$ cat src/rtl/hazard_pkg.sv
// Shared encodings and helpers for the scoreboard-based hazard unit.
package hazard_pkg;

    typedef enum logic [1:0] {
        CLASS_ALU    = 2'd0,
        CLASS_LOAD   = 2'd1,
        CLASS_MULDIV = 2'd2,
        CLASS_RSVD   = 2'd3
    } op_class_e;

    localparam logic [1:0] FWD_RF    = 2'b00;
    localparam logic [1:0] FWD_EXMEM = 2'b10;
    localparam logic [1:0] FWD_MEMWB = 2'b01;

    localparam int unsigned MIN_LAT = 2;

    function automatic int unsigned lat_clamp(
        input int unsigned lat,
        input int unsigned max_lat
    );
        if (lat < MIN_LAT) return MIN_LAT;
        if (lat > max_lat) return max_lat;
        return lat;
    endfunction

endpackage

$ cat src/rtl/hazard_scoreboard_if.sv
// ID-side control bundle between the decode stage and the hazard scoreboard.
interface hazard_scoreboard_if #(
    parameter int REG_ADDR_W   = 5,
    parameter int NUM_RD_PORTS = 2,
    parameter int LAT_W        = 4
);
    logic                               ID_Valid;
    logic [NUM_RD_PORTS*REG_ADDR_W-1:0] ID_Rs;
    logic [NUM_RD_PORTS-1:0]            ID_Rs_Used;
    logic                               ID_RegWrite;
    logic [REG_ADDR_W-1:0]              ID_Rd;
    logic [1:0]                         ID_Class;
    logic [LAT_W-1:0]                   ID_Latency;
    logic                               Flush;
    logic                               Issue;
    logic                               PC_Enable;
    logic                               IF_ID_Enable;
    logic                               ID_Control_NOP;
    logic [2*NUM_RD_PORTS-1:0]          Fwd_Sel_EX;
    logic                               Pending_Any;

    modport master (
        output ID_Valid, ID_Rs, ID_Rs_Used, ID_RegWrite,
        output ID_Rd, ID_Class, ID_Latency, Flush,
        input  Issue, PC_Enable, IF_ID_Enable,
        input  ID_Control_NOP, Fwd_Sel_EX, Pending_Any
    );

    modport slave (
        input  ID_Valid, ID_Rs, ID_Rs_Used, ID_RegWrite,
        input  ID_Rd, ID_Class, ID_Latency, Flush,
        output Issue, PC_Enable, IF_ID_Enable,
        output ID_Control_NOP, Fwd_Sel_EX, Pending_Any
    );
endinterface

$ cat src/rtl/hazard_sb_entry.sv
// One tracked register: cycles until writeback plus a not-from-EX/MEM flag.
module hazard_sb_entry #(
    parameter int LAT_W = 4
) (
    input  logic             Clk,
    input  logic             Reset_n,
    input  logic             load_i,
    input  logic [LAT_W-1:0] lat_i,
    input  logic             late_i,
    input  logic             clr_i,
    output logic [LAT_W-1:0] rem_o,
    output logic             late_o
);
    logic [LAT_W-1:0] rem_q, rem_d;
    logic             late_q, late_d;

    always_comb begin
        rem_d  = rem_q;
        late_d = late_q;
        if (clr_i) begin
            rem_d  = '0;
            late_d = 1'b0;
        end else if (load_i) begin
            rem_d  = lat_i;
            late_d = late_i;
        end else if (rem_q != '0) begin
            rem_d = rem_q - 1'b1;
            if (rem_q == LAT_W'(1)) late_d = 1'b0;
        end
    end

    always_ff @(posedge Clk or negedge Reset_n) begin
        if (!Reset_n) begin
            rem_q  <= '0;
            late_q <= 1'b0;
        end else begin
            rem_q  <= rem_d;
            late_q <= late_d;
        end
    end

    assign rem_o  = rem_q;
    assign late_o = late_q;
endmodule

$ cat src/rtl/hazard_scoreboard.sv
// Scoreboard hazard unit: per-register countdowns, issue/stall decision
// and registered EX forward selects for every read port.
module hazard_scoreboard
    import hazard_pkg::*;
#(
    parameter int REG_ADDR_W   = 5,
    parameter int NUM_RD_PORTS = 2,
    parameter int MAX_LAT      = 8,
    parameter int LAT_W        = $clog2(MAX_LAT + 1)
) (
    input logic               Clk,
    input logic               Reset_n,
    hazard_scoreboard_if.slave bus
);
    localparam int               NREG   = 1 << REG_ADDR_W;
    localparam logic [LAT_W-1:0] L_BASE = LAT_W'(MIN_LAT);

    logic [LAT_W-1:0]                rem [NREG];
    logic [NREG-1:0]                 late;
    logic [MAX_LAT:1]                wbr_q, wbr_d, wbr_sh;
    logic [REG_ADDR_W-1:0]           last_rd_q, last_rd_d;
    logic [LAT_W-1:0]                last_lat_q, last_lat_d;
    logic                            last_vld_q, last_vld_d;
    logic [2*NUM_RD_PORTS-1:0]       fwd_q, fwd_d;
    logic [NUM_RD_PORTS-1:0][1:0]    sel;
    logic [NUM_RD_PORTS-1:0]         port_haz;
    logic [LAT_W-1:0]                lat_eff;
    logic                            waw, wbp, stall, issue;
    logic                            issue_wr, clr_last, pend;

    assign rem[0]  = '0;
    assign late[0] = 1'b0;

    for (genvar r = 1; r < NREG; r++) begin : g_entry
        hazard_sb_entry #(.LAT_W(LAT_W)) u_entry (
            .Clk     (Clk),
            .Reset_n (Reset_n),
            .load_i  (issue_wr && bus.ID_Rd == REG_ADDR_W'(r)),
            .lat_i   (lat_eff),
            .late_i  (bus.ID_Class == CLASS_LOAD),
            .clr_i   (clr_last && last_rd_q == REG_ADDR_W'(r)),
            .rem_o   (rem[r]),
            .late_o  (late[r])
        );
    end

    for (genvar p = 0; p < NUM_RD_PORTS; p++) begin : g_port
        logic [REG_ADDR_W-1:0] rs;
        logic [LAT_W-1:0]      rrem;
        logic                  rlate, chk, haz_l;
        logic [1:0]            sel_l;

        assign rs    = bus.ID_Rs[p*REG_ADDR_W +: REG_ADDR_W];
        assign rrem  = rem[rs];
        assign rlate = late[rs];
        assign chk   = bus.ID_Rs_Used[p] && rs != '0;

        // Rem==2 means the producer sits in EX now; a load there is too late.
        always_comb begin
            haz_l = 1'b0;
            sel_l = FWD_RF;
            if (chk) begin
                if (rrem >= LAT_W'(3)) begin
                    haz_l = 1'b1;
                end else if (rrem == L_BASE) begin
                    if (rlate) haz_l = 1'b1;
                    else       sel_l = FWD_EXMEM;
                end else if (rrem == LAT_W'(1)) begin
                    sel_l = FWD_MEMWB;
                end
            end
        end

        assign port_haz[p] = haz_l;
        assign sel[p]      = sel_l;
    end

    always_comb begin
        if (bus.ID_Class == CLASS_MULDIV)
            lat_eff = LAT_W'(lat_clamp(32'(bus.ID_Latency), MAX_LAT));
        else
            lat_eff = L_BASE;
    end

    always_comb begin
        wbr_sh   = wbr_q >> 1;
        waw      = bus.ID_RegWrite && bus.ID_Rd != '0
                   && rem[bus.ID_Rd] > lat_eff;
        wbp      = bus.ID_RegWrite && wbr_sh[lat_eff];
        stall    = bus.ID_Valid && (|port_haz || waw || wbp) && !bus.Flush;
        issue    = bus.ID_Valid && !stall && !bus.Flush;
        issue_wr = issue && bus.ID_RegWrite && bus.ID_Rd != '0;
        clr_last = bus.Flush && last_vld_q;

        // Flushed op was one edge into its countdown: its slot is now L-1.
        wbr_d = wbr_sh;
        if (issue_wr) wbr_d[lat_eff] = 1'b1;
        if (clr_last) wbr_d[last_lat_q - 1'b1] = 1'b0;

        last_vld_d = issue_wr;
        last_rd_d  = bus.ID_Rd;
        last_lat_d = lat_eff;
        fwd_d      = issue ? sel : '0;
    end

    always_comb begin
        pend = 1'b0;
        for (int r = 0; r < NREG; r++) pend = pend | (rem[r] != '0);
    end

    always_ff @(posedge Clk or negedge Reset_n) begin
        if (!Reset_n) begin
            wbr_q      <= '0;
            last_rd_q  <= '0;
            last_lat_q <= '0;
            last_vld_q <= 1'b0;
            fwd_q      <= '0;
        end else begin
            wbr_q      <= wbr_d;
            last_rd_q  <= last_rd_d;
            last_lat_q <= last_lat_d;
            last_vld_q <= last_vld_d;
            fwd_q      <= fwd_d;
        end
    end

    assign bus.Issue          = issue;
    assign bus.PC_Enable      = !stall;
    assign bus.IF_ID_Enable   = !stall;
    assign bus.ID_Control_NOP = stall | bus.Flush;
    assign bus.Fwd_Sel_EX     = fwd_q;
    assign bus.Pending_Any    = pend;
endmodule

$ cat src/flat_wrapper.sv
// flat-port wrapper written by rule: the top's interface ports become plain ports
module hazard_scoreboard_flat import hazard_pkg::*;
#(
    parameter int REG_ADDR_W   = 5,
    parameter int NUM_RD_PORTS = 2,
    parameter int MAX_LAT      = 8,
    parameter int LAT_W        = $clog2(MAX_LAT + 1)
)
  (Clk, Reset_n, bus_ID_Valid, bus_ID_Rs, bus_ID_Rs_Used, bus_ID_RegWrite, bus_ID_Rd, bus_ID_Class, bus_ID_Latency, bus_Flush, bus_Issue, bus_PC_Enable, bus_IF_ID_Enable, bus_ID_Control_NOP, bus_Fwd_Sel_EX, bus_Pending_Any);
  hazard_scoreboard_if #(.REG_ADDR_W(REG_ADDR_W), .NUM_RD_PORTS(NUM_RD_PORTS), .LAT_W(LAT_W)) bus_i ();
  input logic Clk;
  input logic Reset_n;
  input wire logic [$bits(bus_i.ID_Valid)-1:0] bus_ID_Valid;
  input wire logic [$bits(bus_i.ID_Rs)-1:0] bus_ID_Rs;
  input wire logic [$bits(bus_i.ID_Rs_Used)-1:0] bus_ID_Rs_Used;
  input wire logic [$bits(bus_i.ID_RegWrite)-1:0] bus_ID_RegWrite;
  input wire logic [$bits(bus_i.ID_Rd)-1:0] bus_ID_Rd;
  input wire logic [$bits(bus_i.ID_Class)-1:0] bus_ID_Class;
  input wire logic [$bits(bus_i.ID_Latency)-1:0] bus_ID_Latency;
  input wire logic [$bits(bus_i.Flush)-1:0] bus_Flush;
  output wire logic [$bits(bus_i.Issue)-1:0] bus_Issue;
  output wire logic [$bits(bus_i.PC_Enable)-1:0] bus_PC_Enable;
  output wire logic [$bits(bus_i.IF_ID_Enable)-1:0] bus_IF_ID_Enable;
  output wire logic [$bits(bus_i.ID_Control_NOP)-1:0] bus_ID_Control_NOP;
  output wire logic [$bits(bus_i.Fwd_Sel_EX)-1:0] bus_Fwd_Sel_EX;
  output wire logic [$bits(bus_i.Pending_Any)-1:0] bus_Pending_Any;
  assign bus_i.ID_Valid = bus_ID_Valid;
  assign bus_i.ID_Rs = bus_ID_Rs;
  assign bus_i.ID_Rs_Used = bus_ID_Rs_Used;
  assign bus_i.ID_RegWrite = bus_ID_RegWrite;
  assign bus_i.ID_Rd = bus_ID_Rd;
  assign bus_i.ID_Class = bus_ID_Class;
  assign bus_i.ID_Latency = bus_ID_Latency;
  assign bus_i.Flush = bus_Flush;
  assign bus_Issue = bus_i.Issue;
  assign bus_PC_Enable = bus_i.PC_Enable;
  assign bus_IF_ID_Enable = bus_i.IF_ID_Enable;
  assign bus_ID_Control_NOP = bus_i.ID_Control_NOP;
  assign bus_Fwd_Sel_EX = bus_i.Fwd_Sel_EX;
  assign bus_Pending_Any = bus_i.Pending_Any;
  hazard_scoreboard #(.REG_ADDR_W(REG_ADDR_W), .NUM_RD_PORTS(NUM_RD_PORTS), .MAX_LAT(MAX_LAT), .LAT_W(LAT_W)) u_core (.Clk(Clk), .Reset_n(Reset_n), .bus(bus_i));
endmodule
$ cat config.mk
export PLATFORM = sky130hd
export DESIGN_NAME = hazard_scoreboard_flat
export DESIGN_NICKNAME = d
export VERILOG_FILES = /design/src/rtl/hazard_pkg.sv /design/src/rtl/hazard_scoreboard_if.sv /design/src/rtl/hazard_sb_entry.sv /design/src/rtl/hazard_scoreboard.sv /design/src/flat_wrapper.sv
export SDC_FILE = /design/constraint.sdc
export NUM_CORES = 1
export LEC_CHECK = 0
export ABC_AREA = 1
export BUFFER_PORTS_ARGS = -buffer_cell sky130_fd_sc_hd__buf_2
export CAP_MARGIN = 15
export CORE_AREA = 2 2 214 216
export DETAILED_ROUTE_END_ITERATION = 8
export DIE_AREA = 0 0 216 218
export PLACE_DENSITY = 0.5
export SKIP_LAST_GASP = 1
export SYNTH_ARGS = -nofsm -noshare
export SYNTH_HDL_FRONTEND = slang
export SYNTH_SLANG_ARGS = --single-unit
$ cat constraint.sdc
create_clock -name Clk -period 4.2 [get_ports Clk]
set_input_delay 0.63 -clock Clk [delete_from_list [all_inputs] [get_ports Clk]]
set_output_delay 0.63 -clock Clk [all_outputs]
set_load 0.005 [all_outputs]
# After elaboration in Yosys (flattened, before gate mapping)
# Index checks and enable logic that the tools add are counted.
dict set report word_totals {
  ff_bits 177
  latchBits 0
  mem_bits_rw 0
  rom_bits 0
  inputBits 28
  out_inout_bits 9
  wordCells 724
  n_memories 0
}
dict set report classes {
  add_sub_neg 32
  mul 0
  n_div 0
  order_cmp 14
  eq_ne 99
  shift 0
  mux 267
  n_bitwise 37
  reduce_logical 208
}
# operator count
set op_table {}
lappend op_table {{$mux 4} 104}
lappend op_table {{$reduce_bool 3->1} 62}
lappend op_table {{$eq 5x5->1 const B} 32}
lappend op_table {{$mux 1} 144}
lappend op_table {{$eq 4x1->1 const B} 33}
lappend op_table {{$sub 4x1->4 const B} 32}
lappend op_table {{$reduce_bool 4->1} 31}
lappend op_table {{$eq 5x4->1 const B} 16}
lappend op_table {{$logic_and 1x1->1} 76}
lappend op_table {{$reduce_and 2->1} 31}
lappend op_table {{$bmux 4 s5} 3}
lappend op_table {{$eq 5x3->1 const B} 8}
lappend op_table {{$or 1x1->1} 31}
lappend op_table {{$eq 5x2->1 const B} 4}
lappend op_table {{$ge 6x6->1 const B} 3}
lappend op_table {{$mux 2} 9}
lappend op_table {{$not 5->6} 3}
lappend op_table {{$mux 8} 2}
lappend op_table {{$reduce_bool 5->1} 3}
lappend op_table {{$lt 5x6->1 const B} 2}
lappend op_table {{$bmux 1 s5} 2}
lappend op_table {{$eq 5x1->1 const B} 2}
lappend op_table {{$lt 4x5->1 const B} 2}
lappend op_table {{$and 8x8->8} 1}
lappend op_table {{other kinds (15)} 21}

# Longest topological paths before layout
# Gate-level depths: netlist of run 1.
dict set report logic_depth {
  depth_word 31
  ltp_mapped 26
  depth_no_buf 23
}

# Hierarchy
# Synthesis of run 1 repeated with hierarchy kept, for this count alone.
dict set report hier_totals {
  hier_cells 2480
  hier_area_um2 15959.1
}
# mod instances cells_each area_each_um2 seq_area_each_um2
set modules_own_cells {}
lappend modules_own_cells {hazard_sb_entry 31 46 337.8 125.1}
lappend modules_own_cells {hazard_scoreboard 1 1054 5486.5 525.5}

# Worst setup path before layout of run 1
# OpenSTA, ideal clock, no wires.
dict set report synth_timing {
  kind {in2reg}
  from {in bus_ID_Rd[0]}
  to {reg u_core.g_entry[12].u_entry.rem_q[3]}
  setup_time_ns 0.121
  arrival_ns 3.628
  required_time_ns 4.079
  slack_ns 0.451
  path_stages 21
  n_path_buf 4
  path_cell_list {nor2_1 clkbuf_1 buf_1 a221oi_1 o22ai_1 a211oi_1 a21oi_1 ha_1 a21oi_1 o21ai_0 a21oi_1 nand3b_1 nand2_1 nor2_1 nand4_4 nor2_4 buf_6 nand2_1 buf_4 o21ai_0 nor2_1}
}
dict set report synth_via {
  elab_chain_cells 18
  elab_cells_between_ends 22
}
# item line_no
set synth_lines {}
lappend synth_lines {{start: declaration} flat_wrapper.sv:17} ;# input wire logic [$bits(bus_i.ID_Rd)-1:0] bus_ID_Rd;
lappend synth_lines {{$not 5->6 (not written as such)} hazard_scoreboard.sv:88} ;# && rem[bus.ID_Rd] > lat_eff;
lappend synth_lines {{$bmux 4 s5} hazard_scoreboard.sv:88}
lappend synth_lines {{$mux 4 (not written as such) (2 in a row)} hazard_scoreboard.sv:88}
lappend synth_lines {{$gt 4x4->1} hazard_scoreboard.sv:88}
lappend synth_lines {{$logic_and 1x1->1} hazard_scoreboard.sv:88}
lappend synth_lines {{$logic_or 1x1->1 (2 in a row)} hazard_scoreboard.sv:90} ;# stall = bus.ID_Valid && (|port_haz || waw || wbp) && !bus.Flush;
lappend synth_lines {{$logic_and 1x1->1 (2 in a row)} hazard_scoreboard.sv:90}
lappend synth_lines {{$logic_not 1->1} hazard_scoreboard.sv:91} ;# issue = bus.ID_Valid && !stall && !bus.Flush;
lappend synth_lines {{$logic_and 1x1->1 (2 in a row)} hazard_scoreboard.sv:91}
lappend synth_lines {{$logic_and 1x1->1 (2 in a row)} hazard_scoreboard.sv:92} ;# issue_wr = issue && bus.ID_RegWrite && bus.ID_Rd != '0;
lappend synth_lines {{$logic_and 1x1->1 (*)} hazard_scoreboard.sv:38} ;# .load_i (issue_wr && bus.ID_Rd == REG_ADDR_W'(r)),
lappend synth_lines {{$mux 4} hazard_sb_entry.sv:23} ;# end else if (load_i) begin
lappend synth_lines {{$mux 4} hazard_sb_entry.sv:20} ;# if (clr_i) begin
lappend synth_lines {{end signal: assignment} hazard_sb_entry.sv:37} ;# rem_q <= rem_d;
lappend synth_lines {{end: declaration} hazard_sb_entry.sv:14} ;# logic [LAT_W-1:0] rem_q, rem_d;
# Mark *: on every way between the ends. The rest lies on a longest branch, timed or not. The select of a mux whose other input is x is not followed.
# A chain may end at the register's enable or synchronous reset.

# Worst setup path in the final report of run 1
dict set report layout_timing {
  from {reg u_core.g_entry[4].u_entry.rem_q[0]}
  to {out bus_Pending_Any}
}
dict set report layout_via {
  elab_chain_cells 29
}
# item line_no
set layout_lines {}
lappend layout_lines {{start: declaration} hazard_sb_entry.sv:14}
lappend layout_lines {{start signal: assignment} hazard_sb_entry.sv:37}
lappend layout_lines {{$reduce_bool 4->1} hazard_scoreboard.sv:108} ;# for (int r = 0; r < NREG; r++) pend = pend | (rem[r] != '0);
lappend layout_lines {{$or 1x1->1 (28 in a row)} hazard_scoreboard.sv:108}
lappend layout_lines {{end: declaration} flat_wrapper.sv:26} ;# output wire logic [$bits(bus_i.Pending_Any)-1:0] bus_Pending_Any;
# Every way passes these cells.

==> results.env, run 1 <==
SYNTH_EDF_COUNT=0
FINALNETCOUNT=2668
LARGEST_FAMILY_OF_LOGIC_CELLS_BY_SYNTHESIZED_AREA='simple AND/OR/NAND/NOR gates'
RSZ0062_AT_GRT='true'
LAYOUT_MIN_CYCLE_TIME_NS=4.160
R2R_START='u_core.g_entry[18].u_entry.rem_o[1]'
GRT_FIRST_PASS_WIRELENGTH_MM=102.1
DEEPEST_LEVEL_OF_THE_CTS_H_TREE=4
SYNTHTOPCELLSBYAREA='sky130_fd_sc_hd__dfrtp_1, sky130_fd_sc_hd__nand2_1, sky130_fd_sc_hd__inv_1'
POWER.DENSITY_CELL_AREA_nW_PER_UM2=615.4
FINAL-MAX-SLEW-VIOLATION-COUNT=0
CRITPATHKIND='reg2out'
ANT_NETS=0
CTS.REPORTEDPATHS.CLKPINSLEW_NS=0.07
ACHIEVABLE-FREQUENCY_GHz=0.2404
CRIT_SHARE_POST_ROUTE_PCT=99.04
FLOW.AREA_GROWTH_FROM_SYNTHESIS_PCT=16.99
HP-CLASS='in2async'
MAX-CLOCK-PATH-BUFFERS=2
CLK_ROOT_BUFFER_CELL='sky130_fd_sc_hd__clkbuf_16'
DIE_W_UM=216
SYNTH-COMPOUND-AREA-SHARE_PCT=13.21
WORST-ENDPOINT-ARRIVAL_NS=3.53
AVGVIACOUNTPERCELL=5.392
SYN_AREA_UM2=15540
GRT_ANTENNA_BEFORE_REPAIR=1
WORST_SKEW_PAIR.LATE_LATENCY_NS=0.53
REG2REG_DEPTH=21
FLOORPLAN.DIE.HEIGHT_UM=218
PLACE.DETAILED.HPWL_MM=52.57
CTS_TREE='built'
SYNTHSIMPLEGATEAREAFRAC_PCT=34.68
REG2REG_SLACK_NS=0.58
SYNTH_TOP_AREA_SHARE_PCT=28.34
FP.COREAREA_UM2=44890
WORSTPATHCELLLIST='inv_1, ha_1, inv_1, nor2_1, inv_1, nor4_1, nand4_1, or4_1, buf_2'
CRIT_PATH_MAX_FANOUT=7
SYNTH_XOR_AREA_SHARE_PCT=3.495
FINALWEIGHTEDCONGESTION=1.050
CP_DATA_REQUIRED_TIME_NS=3.57
NUM_IO_PINS=37
START_KIND='flop'
SYNTH-SEQ-CELLS=176
FLOORPLAN.INITIALDENSITY_PCT=34.61
DRCVIOLATIONCOUNT=0
TRITONCTS_NUM_SINKS=176
SYN-MEAN-INSTANCE-AREA_UM2=6.426
CRITICAL_PATH.MOST_COMMON_CELL='sky130_fd_sc_hd__inv_1'
SYNTHESIS.NETS=2543
DPL-INSTANCE-AREA_UM2=17250
DR_TOTAL_VIAS=17020
OVERALL_POWER_CONSUMPTION_uW=11190
SYNTH_FA_HA_AREA_SHARE_PCT=7.811
DR.PASS1.ITERS=5
WORSTREG2REGEND='u_core.g_entry[26].u_entry.rem_o[3]'
SYNTH_MUX_AREA_SHARE_PCT=0
FINAL_TOTAL_NEGATIVE_SETUP_SLACK_NS=0
CAP_VIOL_MAX_COUNT=0
SYNTH.LIB_CELLS_USED.DISTINCT=44
GR-TOTAL-OVERFLOW=0
VDD_DROP_MAX_uV=327.0
FINAL_HOLD_VIOL_COUNT=0
FIRST_GLOBAL_VIAS=16190
MAX_STAGE_DELAY_NS=0.67
CLOCK_SKEW_NS=0.03440
RELSLEWSLACK_PCT=36.67
SETUP_SLACK_NS=0.04033
DPL_WORST_SLACK_NS=-0.3106
MAX_SLEW.WORST_PIN.SLEW_NS=0.9485
YOSYS_WARNINGS=0
STATUS='complete, no violations'
STARTPOINT='u_core.g_entry[4].u_entry.rem_o[0]'
LAYOUT.FILLER_CELLS=4845
GRT_START_MAX_NET_PINS=81
GLOBALROUTETOTALUTIL_PCT=29.27
CTS_HOLD_BUFFERS=0
PLACEMENT_ROWS=78
FINALINSTANCEAREA_UM2=18180
SETUP.WORST_PATH.END='bus_Pending_Any'
DIE_AREA_UM2=47090
YOSYS_MOST_USED_DFF='sky130_fd_sc_hd__dfrtp_1'
SYNTH-SEQ-AREA-SHARE_PCT=28.34
FINALSETUPVIOLATIONS=0
POSTSYNTH.ASYNCRESETSHARE_PCT=100.0
LAYOUT_CELL_SHARE_WITH_DRIVE_STRENGTH_BEYOND_1_PCT=12.56
CTS_BUFFERS=17
DRT_ITER0_DRC=1916
SYN-INSTANCE-COUNT=2418
CRITICAL_PATH.ENDPOINT_TYPE='primary output'
DRT-TOTAL-WL_MM=69.24
TIMING.CRITICAL_PATH.SLOWEST_STAGE_CELL='sky130_fd_sc_hd__nor4_1'
POWER.LEAKAGE_uW=0.009436
SYNTH_TOP_AREA_CELL='sky130_fd_sc_hd__dfrtp_1'
PORT_BUFFERS=36
WL_PER_CELL_UM=21.94
-- sequential cells by signal, indices dropped and copies added, names as in the netlist --
| register | cells |
|---|---|
| u_core.last_lat_q | 4 |
| u_core.wbr_q | 7 |
| u_core.g_entry.u_entry.rem_o | 124 |
| u_core.last_vld_q | 1 |
| u_core.last_rd_q | 5 |
| u_core.g_entry.u_entry.late_o | 31 |
| u_core.bus.Fwd_Sel_EX | 4 |
-- layout by cell type, fill, tap and decap left out, types with 6 or more instances in the layout --
cell type	Yosys	routed
sky130_fd_sc_hd__nor2_2	4	6
sky130_fd_sc_hd__buf_4	16	154
sky130_fd_sc_hd__xor2_1	62	62
sky130_fd_sc_hd__nor4_1	8	7
sky130_fd_sc_hd__inv_1	355	352
sky130_fd_sc_hd__a21oi_2	8	9
sky130_fd_sc_hd__o21ai_2	0	6
sky130_fd_sc_hd__o211ai_1	29	29
sky130_fd_sc_hd__nand4_1	54	54
sky130_fd_sc_hd__a31oi_1	6	6
sky130_fd_sc_hd__a21oi_1	63	62
sky130_fd_sc_hd__nor2_1	262	259
sky130_fd_sc_hd__buf_12	0	10
sky130_fd_sc_hd__nand2_2	16	19
sky130_fd_sc_hd__ha_1	97	96
sky130_fd_sc_hd__nand2_1	633	629
sky130_fd_sc_hd__o21ai_1	34	45
sky130_fd_sc_hd__inv_2	10	13
sky130_fd_sc_hd__buf_2	33	33
sky130_fd_sc_hd__o21ai_0	134	116
sky130_fd_sc_hd__clkbuf_16	0	19
sky130_fd_sc_hd__o22ai_1	36	35
sky130_fd_sc_hd__o2111ai_1	13	12
sky130_fd_sc_hd__nand3_1	262	261
sky130_fd_sc_hd__dfrtp_1	176	176
sky130_fd_sc_hd__nor3_1	14	14
-- synth_stat cells (6+ instances only) --
cell,instances
sky130_fd_sc_hd__ha_1,97
sky130_fd_sc_hd__inv_2,10
sky130_fd_sc_hd__buf_2,33
sky130_fd_sc_hd__o211ai_1,29
sky130_fd_sc_hd__o21ai_1,34
sky130_fd_sc_hd__o2111ai_1,13
sky130_fd_sc_hd__nand3_1,262
sky130_fd_sc_hd__a221oi_1,10
sky130_fd_sc_hd__xor2_1,62
sky130_fd_sc_hd__inv_1,355
sky130_fd_sc_hd__dfrtp_1,176
sky130_fd_sc_hd__nor2_1,262
sky130_fd_sc_hd__nand2_1,633
sky130_fd_sc_hd__a21oi_1,63
sky130_fd_sc_hd__clkbuf_1,34
sky130_fd_sc_hd__o22ai_1,36
sky130_fd_sc_hd__buf_4,16
sky130_fd_sc_hd__buf_6,12
sky130_fd_sc_hd__a21oi_2,8
sky130_fd_sc_hd__nor3_1,14
sky130_fd_sc_hd__o21ai_0,134
sky130_fd_sc_hd__a31oi_1,6
sky130_fd_sc_hd__nand2_2,16
sky130_fd_sc_hd__nor4_1,8
sky130_fd_sc_hd__nand4_1,54
-- layer usage --
| layer | wire, µm | track usage [%] |
|---|---|---|
| met3 | 5404 | 4.979 |
| met1 | 30170 | 39.13 |
| met4 | 2889 | 12.76 |
| met5 | 0 | 0 |
| met2 | 30780 | 46.50 |
-- cells by family after synthesis --
| group | Yosys count |
|---|---|
| compound gates | 351 |
| flops | 176 |
| simple gates | 1267 |
| xor+xnor | 62 |
| fa+ha+maj | 97 |
| buf+inv | 465 |
-- report_power, final --
part | leakage [µW] | switching [µW] | internal (µW)
registers | 0.00219 | 807 | 2390
clock network | 0.000284 | 818 | 896
logic | 0.00696 | 3990 | 2280
-- critical path: cells and delay by family (launching register included) --
kind          cells  cell delay (ns)
buf+inv           4             0.61
flops             1             0.49
simple gates      4             1.76
fa+ha+maj         1             0.16
-- stage by stage --
stage / hold WS, ns / instances / utilization [%]
5_1_grt: 0.1859 / 3156 / 40.49
3_5_place_dp: 0.4817 / 3115 / 38.41
2_1_floorplan: 0.3344 / 2418 / -
4_1_cts: 0.1526 / 3147 / 39.89
3_3_place_gp: 0.4671 / 3115 / 38.41
6_report: 0.1322 / 3156 / 40.49
-- how the worst min path moves through the flow --
stage / to / cells after the start
floorplan: u_core.bus.Fwd_Sel_EX[0] / 0
global placement: u_core.g_entry[19].u_entry.rem_o[1] / 2
detailed placement: u_core.g_entry[19].u_entry.rem_o[1] / 2
CTS: u_core.g_entry[14].u_entry.rem_o[1] / 1
global route: u_core.g_entry[14].u_entry.rem_o[1] / 1
finish: u_core.g_entry[15].u_entry.rem_o[3] / 1
-- final cells by class --
type                    count  area, µm²  share of cell area (%)
diodes                      1      2.502                 0.01377
clock buffers              18      439.2                   2.416
clock inverters            13      150.1                  0.8259
inverters                 366       1374                   7.557
multi-input cells        1777       9400                   51.71
flip-flops and latches    176       4404                   24.23
well taps                 600      750.7                   4.130
repair buffers            205       1658                   9.120
-- repair_timing --
item	in CTS	in global routing
cloned	1	3
hold endpoints to repair	0	0
setup buffers	0	6
pin swaps	3	16
gates resized for setup	16	44
endpoints found under the setup margin	4	5
No activity file was read; power rests on OpenSTA's default activity.
==> inputs of run 2 (changes only) <==
--- a/config.mk
+++ b/config.mk
@@ -12,6 +12,7 @@
 export DETAILED_ROUTE_END_ITERATION = 8
 export DIE_AREA = 0 0 216 218
 export PLACE_DENSITY = 0.5
+export REMOVE_ABC_BUFFERS = 1
 export SKIP_LAST_GASP = 1
 export SYNTH_ARGS = -nofsm -noshare
 export SYNTH_HDL_FRONTEND = slang
==> run 2 against run 1 <==
Fmax is 0.86% lower. Register-to-register slack worse by 0.38 ns. Worst hold slack better by 0.0040 ns. Clock power hardly changed. Combinational power is 0.8% higher. Highest routed layer unchanged.
==> results.env, run 2 (synthesis results as in run 1) <==
FINALWEIGHTEDCONGESTION=1.006  # -4.2%
WL_PER_CELL_UM=22.25  # +1.4%
FINALINSTANCEAREA_UM2=18370  # +1.1%
POWER.LEAKAGE_uW=0.009522  # +0.91%
DEEPEST_LEVEL_OF_THE_CTS_H_TREE=4  # unchanged
FINAL-MAX-SLEW-VIOLATION-COUNT=0  # unchanged
PORT_BUFFERS=36  # unchanged
TIMING.CRITICAL_PATH.SLOWEST_STAGE_CELL='sky130_fd_sc_hd__nor4_1'
LAYOUT_MIN_CYCLE_TIME_NS=4.196  # +0.03629 ns
FIRST_GLOBAL_VIAS=16100  # -0.57%
FLOORPLAN.DIE.HEIGHT_UM=218  # unchanged
DR_TOTAL_VIAS=17000  # -0.094%
OVERALL_POWER_CONSUMPTION_uW=11240  # +0.47%
FLOORPLAN.INITIALDENSITY_PCT=34.61  # unchanged
LAYOUT_COMMONEST_CELL='sky130_fd_sc_hd__nand2_1'
WORSTPATHCELLLIST='inv_1, ha_1, inv_1, nor2_1, inv_1, nor4_1, buf_4, nand4_1, or4_1, buf_2'
MULTIINPUTGATEAREA_UM2=9472  # +0.76%
REGISTER_AREA_UM2=4404  # unchanged
ANTENNA_CELLS=0  # -1
AVGVIACOUNTPERCELL=5.365  # -0.50%
DIE_AREA_UM2=47090  # unchanged
CTS_BUFFERS=17  # unchanged
CLK_ROOT_BUFFER_CELL='sky130_fd_sc_hd__clkbuf_16'
RELSLEWSLACK_PCT=40.62  # +3.9 points
FP.COREAREA_UM2=44890  # unchanged
HP-CLASS='in2async'
CLOCK_SKEW_NS=0.01682  # -0.01758 ns
WORST_SKEW_PAIR.LATE_LATENCY_NS=0.52  # about the same
FINAL_CORE_UTILIZATION_PCT=40.92  # +0.43 points
ANT_NETS=0  # unchanged
NUM_IO_PINS=37  # unchanged
WORST_PATH_DOMINANT_CELL_FAMILY='simple AND/OR/NAND/NOR gates'
CTS.REPORTEDPATHS.CLKPINSLEW_NS=0.08  # about the same
DRCVIOLATIONCOUNT=0  # unchanged
WORST-PATH-BUF-INV=5  # +1
POWER.DENSITY_CELL_AREA_nW_PER_UM2=611.8  # -0.59%
WORST-ENDPOINT-ARRIVAL_NS=3.57  # +0.04 ns
LARGEST_REGISTER_FFS=124  # unchanged
CRITPATHKIND='reg2out'
PLACE.DETAILED.HPWL_MM=53.96  # +2.6%
GLOBALROUTETOTALUTIL_PCT=30.30  # +1.0 points
MAX-CLOCK-PATH-BUFFERS=2  # unchanged
GR-TOTAL-OVERFLOW=0  # unchanged
LAYOUT_CELL_SHARE_WITH_DRIVE_STRENGTH_BEYOND_1_PCT=13.27  # +0.71 points
DRT_ITER0_DRC=1917  # +0.052%
CTS_TREE='built'
START_KIND='flop'
CRITICAL_PATH.MOST_COMMON_CELL='sky130_fd_sc_hd__inv_1'
CRITICAL_PATH.ENDPOINT_TYPE='primary output'
GRT_FIRST_PASS_WIRELENGTH_MM=104.2  # +2.0%
FINAL_HOLD_VIOL_COUNT=0  # unchanged
ACHIEVABLE-FREQUENCY_GHz=0.2383  # -0.86%
DRT-TOTAL-WL_MM=70.50  # +1.8%
DIE_W_UM=216  # unchanged
DPL-INSTANCE-AREA_UM2=17310  # +0.38%
CP_DATA_REQUIRED_TIME_NS=3.57  # about the same
CRIT_SHARE_POST_ROUTE_PCT=99.90  # +0.86 points
VDD_DROP_MAX_uV=330.7  # +1.1%
TRITONCTS_NUM_SINKS=176  # unchanged
POST-PLACE-CELLS=3122  # +0.22%
CRIT_PATH_MAX_FANOUT=5  # -2
MOSTFREQUENTLAYOUTCELLS='sky130_fd_sc_hd__nand2_1, sky130_fd_sc_hd__inv_1, sky130_fd_sc_hd__nand3_1, sky130_fd_sc_hd__nor2_1, sky130_fd_sc_hd__dfrtp_1'
STATUS='complete, no violations'
PLACEMENT_ROWS=78  # unchanged
FINALSETUPVIOLATIONS=0  # unchanged
LAYOUT.FILLER_CELLS=4887  # +0.87%
FINALNETCOUNT=2682  # +0.52%
FINAL_CELL_COUNT_NO_FILL=3169  # +0.41%
RSZ0062_AT_GRT='true'
GRT_START_MAX_NET_PINS=68  # -16%
CAP_VIOL_MAX_COUNT=0  # unchanged
FLOW.AREA_GROWTH_FROM_SYNTHESIS_PCT=18.23
GRT_ANTENNA_BEFORE_REPAIR=0  # -1
MAX_SLEW.WORST_PIN.SLEW_NS=0.8826  # -0.06594 ns
DR.PASS1.ITERS=7  # +2
MAX_STAGE_DELAY_NS=0.58  # -0.09 ns
-- run 2: cell types whose count changed in the layout (fill, tap and decap cells not counted), sizes merged --
cell and delta:
clkinv +1, buf +16, diode -1, clkbuf -3
-- run 2: timing repair --
item / in CTS / in global routing
setup buffers: 9 / 7
gates cloned: 2 / 0
setup endpoints to repair: 13 / 21
hold buffers: 0 / 0
pin swaps: 11 / 19
endpoints found under the hold margin: 0 / 0
gates resized for setup: 37 / 53
-- run 2: where the power goes --
group	total, µW	internal (µW)	switching (µW)	leakage [µW]
logic	6330	2300	4030	0.00705
clock network	1710	880	832	0.000281
registers	3200	2390	804	0.00219
-- run 2: stage by stage --
stage	hold WS [ns]	setup TNS, ns	setup WS (ns)
global route	0.1692	-0.1318	-0.05779
floorplan	0.3344	-176.16	-1.344
CTS	0.1338	0	0.008920
detailed placement	0.4724	-79.90	-0.5941
global placement	0.4673	-85.06	-0.6094
finish	0.1362	0	0.004046
-- run 2: final cells by class --
type	count	area share (%)
Tap cell	600	4.086
Clock buffer	17	2.316
Inverter	366	7.492
Clock inverter	14	0.8445
Multi-Input combinational cell	1777	51.56
Sequential cell	176	23.97
Timing Repair Buffer	219	9.732
-- run 2: worst paths after layout --
check / slack, ns / depth (start not counted) / start / endpoint
max reg2reg: 0.20 / 26 / u_core.g_entry[8].u_entry.rem_o[2] / u_core.g_entry[3].u_entry.late_o
min reg2reg: 0.49 / 2 / u_core.g_entry[19].u_entry.rem_o[1] / u_core.g_entry[19].u_entry.rem_o[1]
min: 0.14 / 1 / Reset_n / u_core.g_entry[31].u_entry.rem_o[0]
max in group asynchronous: 3.23 / 2 / Reset_n / u_core.g_entry[17].u_entry.rem_o[2]
min in group Clk: 0.30 / 1 / bus_ID_Rd[3] / u_core.last_rd_q[3]
max: 0.004 / 10 / u_core.g_entry[3].u_entry.rem_o[0] / bus_Pending_Any
-- run 2: metal layers --
metal  track usage [%]  vias to the layer above  part of all wire, %
met1             41.17                     8112                   45
li1                  -                     8077                    -
met3             5.244                      123                  7.1
met4             11.83                        0                  4.0
met2             47.91                      690                   44
met5                 0                        -                    0
==> inputs of run 3 (changes only) <==
--- a/config.mk
+++ b/config.mk
@@ -6,11 +6,11 @@
 export NUM_CORES = 1
 export LEC_CHECK = 0
 export ABC_AREA = 1
-export BUFFER_PORTS_ARGS = -buffer_cell sky130_fd_sc_hd__buf_2
 export CAP_MARGIN = 15
 export CORE_AREA = 2 2 214 216
 export DETAILED_ROUTE_END_ITERATION = 8
 export DIE_AREA = 0 0 216 218
+export DONT_BUFFER_PORTS = 1
 export PLACE_DENSITY = 0.5
 export REMOVE_ABC_BUFFERS = 1
 export SKIP_LAST_GASP = 1
==> run 3 against run 2 <==
The flow now finishes with violations (hold timing). Clock skew grew 0.00077 ns. Sequential power about the same. Cell count decreased by 2.1%. First-iteration DRC count shrank 3.2%. Global-route usage decreased by 1.5 points. Critical path depth is 7 higher. Die area unchanged. Worst hold slack worse by 0.33 ns. Combinational power fell by 4.3%. Power is 2.8% lower. Setup slack better by 0.14 ns. Flip-flop and latch count unchanged. Critical path type unchanged. Critical endpoint is now bus_Issue. Largest power group unchanged.
==> results.env, run 3 (synthesis results as in run 1) <==
START_KIND='flop'
FINAL_HOLD_VIOL_COUNT=176  # +176
INTERNAL-POWER_uW=5466  # -1.9%
PLACEMENT_ROWS=78  # unchanged
RSZ0062_AT_GRT='true'
FAILING_CHECKS='hold timing'
HP-CLASS='in2async'
GR-TOTAL-OVERFLOW=0  # unchanged
ANT_NETS=0  # unchanged
REG2REG_SLACK_NS=0.42  # +0.22 ns
LAYOUT.FILLER_CELLS=4916  # +0.59%
POWER.SHARE.SWITCHING_PCT=49.96  # -0.45 points
GRT_START_MAX_NET_PINS=177  # +160%
WL_PER_CELL_UM=21.52  # -3.2%
STATUS='complete, but fails checks'
FINAL-MAX-SLEW-VIOLATION-COUNT=0  # unchanged
FLOORPLAN.INITIALDENSITY_PCT=34.61  # unchanged
CRITICAL_PATH.ENDPOINT_TYPE='primary output'
POWER.DENSITY_CELL_AREA_nW_PER_UM2=621.9  # +1.6%
CLOCK_SKEW_NS=0.01758  # +0.0007660 ns
CRIT_PATH_MAX_FANOUT=3  # -2
CTS_BUFFERS=17  # unchanged
DEEPEST_LEVEL_OF_THE_CTS_H_TREE=4  # unchanged
DIE_W_UM=216  # unchanged
FINALWEIGHTEDCONGESTION=1.020  # +1.5%
DIE_AREA_UM2=47090  # unchanged
SW_POWER_uW=5456  # -3.7%
MAX-CLOCK-PATH-BUFFERS=2  # unchanged
POST-PLACE-CELLS=3066  # -1.8%
FLOW.AREA_GROWTH_FROM_SYNTHESIS_PCT=13.04
DRT-TOTAL-WL_MM=66.79  # -5.3%
POWER.LEAKAGE_uW=0.009111  # -4.3%
LAYOUT_CELL_SHARE_WITH_DRIVE_STRENGTH_BEYOND_1_PCT=10.07  # -3.2 points
P_COMB_SHARE_PCT=55.5  # -0.8 points
CAP_VIOL_MAX_COUNT=0  # unchanged
TRITONCTS_NUM_SINKS=176  # unchanged
FINALNETCOUNT=2614  # -2.5%
REG2REG_DEPTH=22  # -15%
WORSTREG2REGEND='u_core.g_entry[29].u_entry.rem_o[2]'
FLOORPLAN.DIE.HEIGHT_UM=218  # unchanged
WORST_SKEW_PAIR.LATE_LATENCY_NS=0.52  # about the same
GRT_ANTENNA_BEFORE_REPAIR=1  # +1
ACHIEVABLE-FREQUENCY_GHz=0.2463  # +3.3%
PORT_BUFFERS=0  # -100%
FP.COREAREA_UM2=44890  # unchanged
LAYOUT_COMMONEST_CELL='sky130_fd_sc_hd__nand2_1'
MAX_SLEW.WORST_PIN.SLEW_NS=0.8905  # +0.007936 ns
LARGEST_REGISTER_FFS=124  # unchanged
CLK_ROOT_BUFFER_CELL='sky130_fd_sc_hd__clkbuf_16'
OVERALL_POWER_CONSUMPTION_uW=10920  # -2.8%
GLOBALROUTETOTALUTIL_PCT=28.78  # -1.5 points
DRT_ITER0_DRC=1856  # -3.2%
SEQPWRFRAC_PCT=29.3  # +0.9 points
LAYOUT_MIN_CYCLE_TIME_NS=4.060  # -0.1357 ns
CRITPATHKIND='reg2out'
AVGVIACOUNTPERCELL=5.375  # +0.19%
NUM_IO_PINS=37  # unchanged
VDD_DROP_MAX_uV=364.3  # +10%
CRIT_SHARE_POST_ROUTE_PCT=96.67  # -3.2 points
GRT_FIRST_PASS_WIRELENGTH_MM=99.97  # -4.0%
MOSTFREQUENTLAYOUTCELLS='sky130_fd_sc_hd__nand2_1, sky130_fd_sc_hd__inv_1, sky130_fd_sc_hd__nand3_1, sky130_fd_sc_hd__nor2_1, sky130_fd_sc_hd__dfrtp_1'
FINAL_CELL_COUNT_NO_FILL=3103  # -2.1%
SHARE_OF_TOTAL_POWER_IN_THE_CLOCK_NETWORK_PCT=15.3  # about the same
WORST-ENDPOINT-ARRIVAL_NS=3.43  # -0.14 ns
FIRST_GLOBAL_VIAS=15890  # -1.3%
CTS_TREE='built'
CTS.REPORTEDPATHS.CLKPINSLEW_NS=0.08  # about the same
PLACE.DETAILED.HPWL_MM=49.69  # -7.9%
DR_TOTAL_VIAS=16680  # -1.9%
RELSLEWSLACK_PCT=40.55  # -0.073 points
CP_DATA_REQUIRED_TIME_NS=3.57  # about the same
DRCVIOLATIONCOUNT=0  # unchanged
DR.PASS1.ITERS=6  # -1
FINALSETUPVIOLATIONS=0  # unchanged
R2R_START='u_core.g_entry[15].u_entry.rem_o[2]'
FINAL.HOLD.WORST_SLACK_NS=-0.1956  # -0.3318 ns
==> run 3: cell types whose count changed in the layout (fill, tap and decap cells not counted), moves of 4 or more <==
cell	previous run	this run
sky130_fd_sc_hd__nor2_1	254	259
sky130_fd_sc_hd__buf_6	12	0
sky130_fd_sc_hd__a221oi_1	4	8
sky130_fd_sc_hd__buf_12	9	5
sky130_fd_sc_hd__buf_2	30	0
sky130_fd_sc_hd__nor2_4	8	3
sky130_fd_sc_hd__o21ai_0	118	128
sky130_fd_sc_hd__o21ai_1	46	37
sky130_fd_sc_hd__buf_4	163	146
sky130_fd_sc_hd__o22ai_1	32	36
==> run 3: metal layers <==
metal  global-route usage (%)  wire length, µm  vias up
li1                         -                -     7933
met1                    38.05            28860     7952
met2                    44.64            29390      667
met3                    6.834             5946      127
met4                    12.83             2592        0
met5                        0                0        -
==> run 3: worst max-delay path by stage <==
stage | startpoint | end | slack, ns | cells past startpoint
after floorplan | bus_ID_Class[0] | u_core.g_entry[24].u_entry.rem_o[2] | -1.34 | 18
after global placement | bus_ID_Rd[0] | u_core.g_entry[29].u_entry.rem_o[2] | -0.35 | 25
after detailed placement | bus_ID_Rd[0] | u_core.g_entry[29].u_entry.rem_o[2] | -0.36 | 25
after CTS | u_core.g_entry[14].u_entry.rem_o[2] | bus_Issue | 0.02 | 17
after global routing | u_core.g_entry[15].u_entry.rem_o[2] | bus_Issue | -0.02 | 17
final | u_core.g_entry[15].u_entry.rem_o[2] | bus_Issue | 0.14 | 17
==> run 3: area by class of cell <==
cell class	instances	area (µm²)	area share, %
Inverter	366	1374	7.822
Sequential cell	176	4404	25.07
Tap cell	600	750.7	4.274
Multi-Input combinational cell	1777	9268	52.76
Clock inverter	14	130.1	0.7408
Antenna cell	1	2.502	0.01425
Timing Repair Buffer	151	1196	6.810
Clock buffer	18	439.2	2.500
==> run 3: stage by stage <==
stage | setup WS (ns) | utilization [%] | area (µm²) | setup TNS, ns | hold WS (ns)
finish | 0.1397 | 39.12 | 17560 | 0 | -0.1956
global route | -0.01724 | 39.12 | 17560 | -0.01724 | -0.2119
CTS | 0.02106 | 38.96 | 17490 | 0 | -0.2191
detailed placement | -0.3650 | 37.66 | 16910 | -39.96 | 0.3493
global placement | -0.3471 | 37.66 | 16910 | -41.46 | 0.3482
floorplan | -1.344 | - | 14980 | -176.16 | 0.3344
==> run 3: worst max-delay path, stage by stage, from the launching register on <==
cell,delay (ns)
sky130_fd_sc_hd__dfrtp_1,0.41
sky130_fd_sc_hd__inv_2,0.14
sky130_fd_sc_hd__o22ai_1,0.11
sky130_fd_sc_hd__buf_4,0.13
sky130_fd_sc_hd__a221oi_2,0.17
sky130_fd_sc_hd__o21ai_1,0.14
sky130_fd_sc_hd__a211oi_2,0.23
sky130_fd_sc_hd__a21oi_2,0.10
sky130_fd_sc_hd__ha_1,0.36
sky130_fd_sc_hd__a21oi_2,0.14
sky130_fd_sc_hd__o21ai_0,0.09
sky130_fd_sc_hd__a21oi_1,0.12
sky130_fd_sc_hd__nand3b_1,0.14
sky130_fd_sc_hd__nand2_1,0.07
sky130_fd_sc_hd__nor2_2,0.13
sky130_fd_sc_hd__nand4_4,0.12
sky130_fd_sc_hd__buf_4,0.19
sky130_fd_sc_hd__inv_2,0.10
==> run 3: power by group through the flow <==
stage	Clock, µW	Combinational [µW]	Sequential [µW]
floorplan	0	4150	2900
global placement	0	5860	3200
detailed placement	0	5910	3180
CTS	1720	5960	3170
global route	1770	6910	3280
finish	1670	6060	3200
==> run 3: repair_timing <==
action / 4_1_cts / 5_1_grt
endpoints found under the setup margin: 3 / 12
pin swaps: 0 / 2
setup buffers: 1 / 3
endpoints found under the hold margin: 176 / 176
resized for setup: 8 / 14
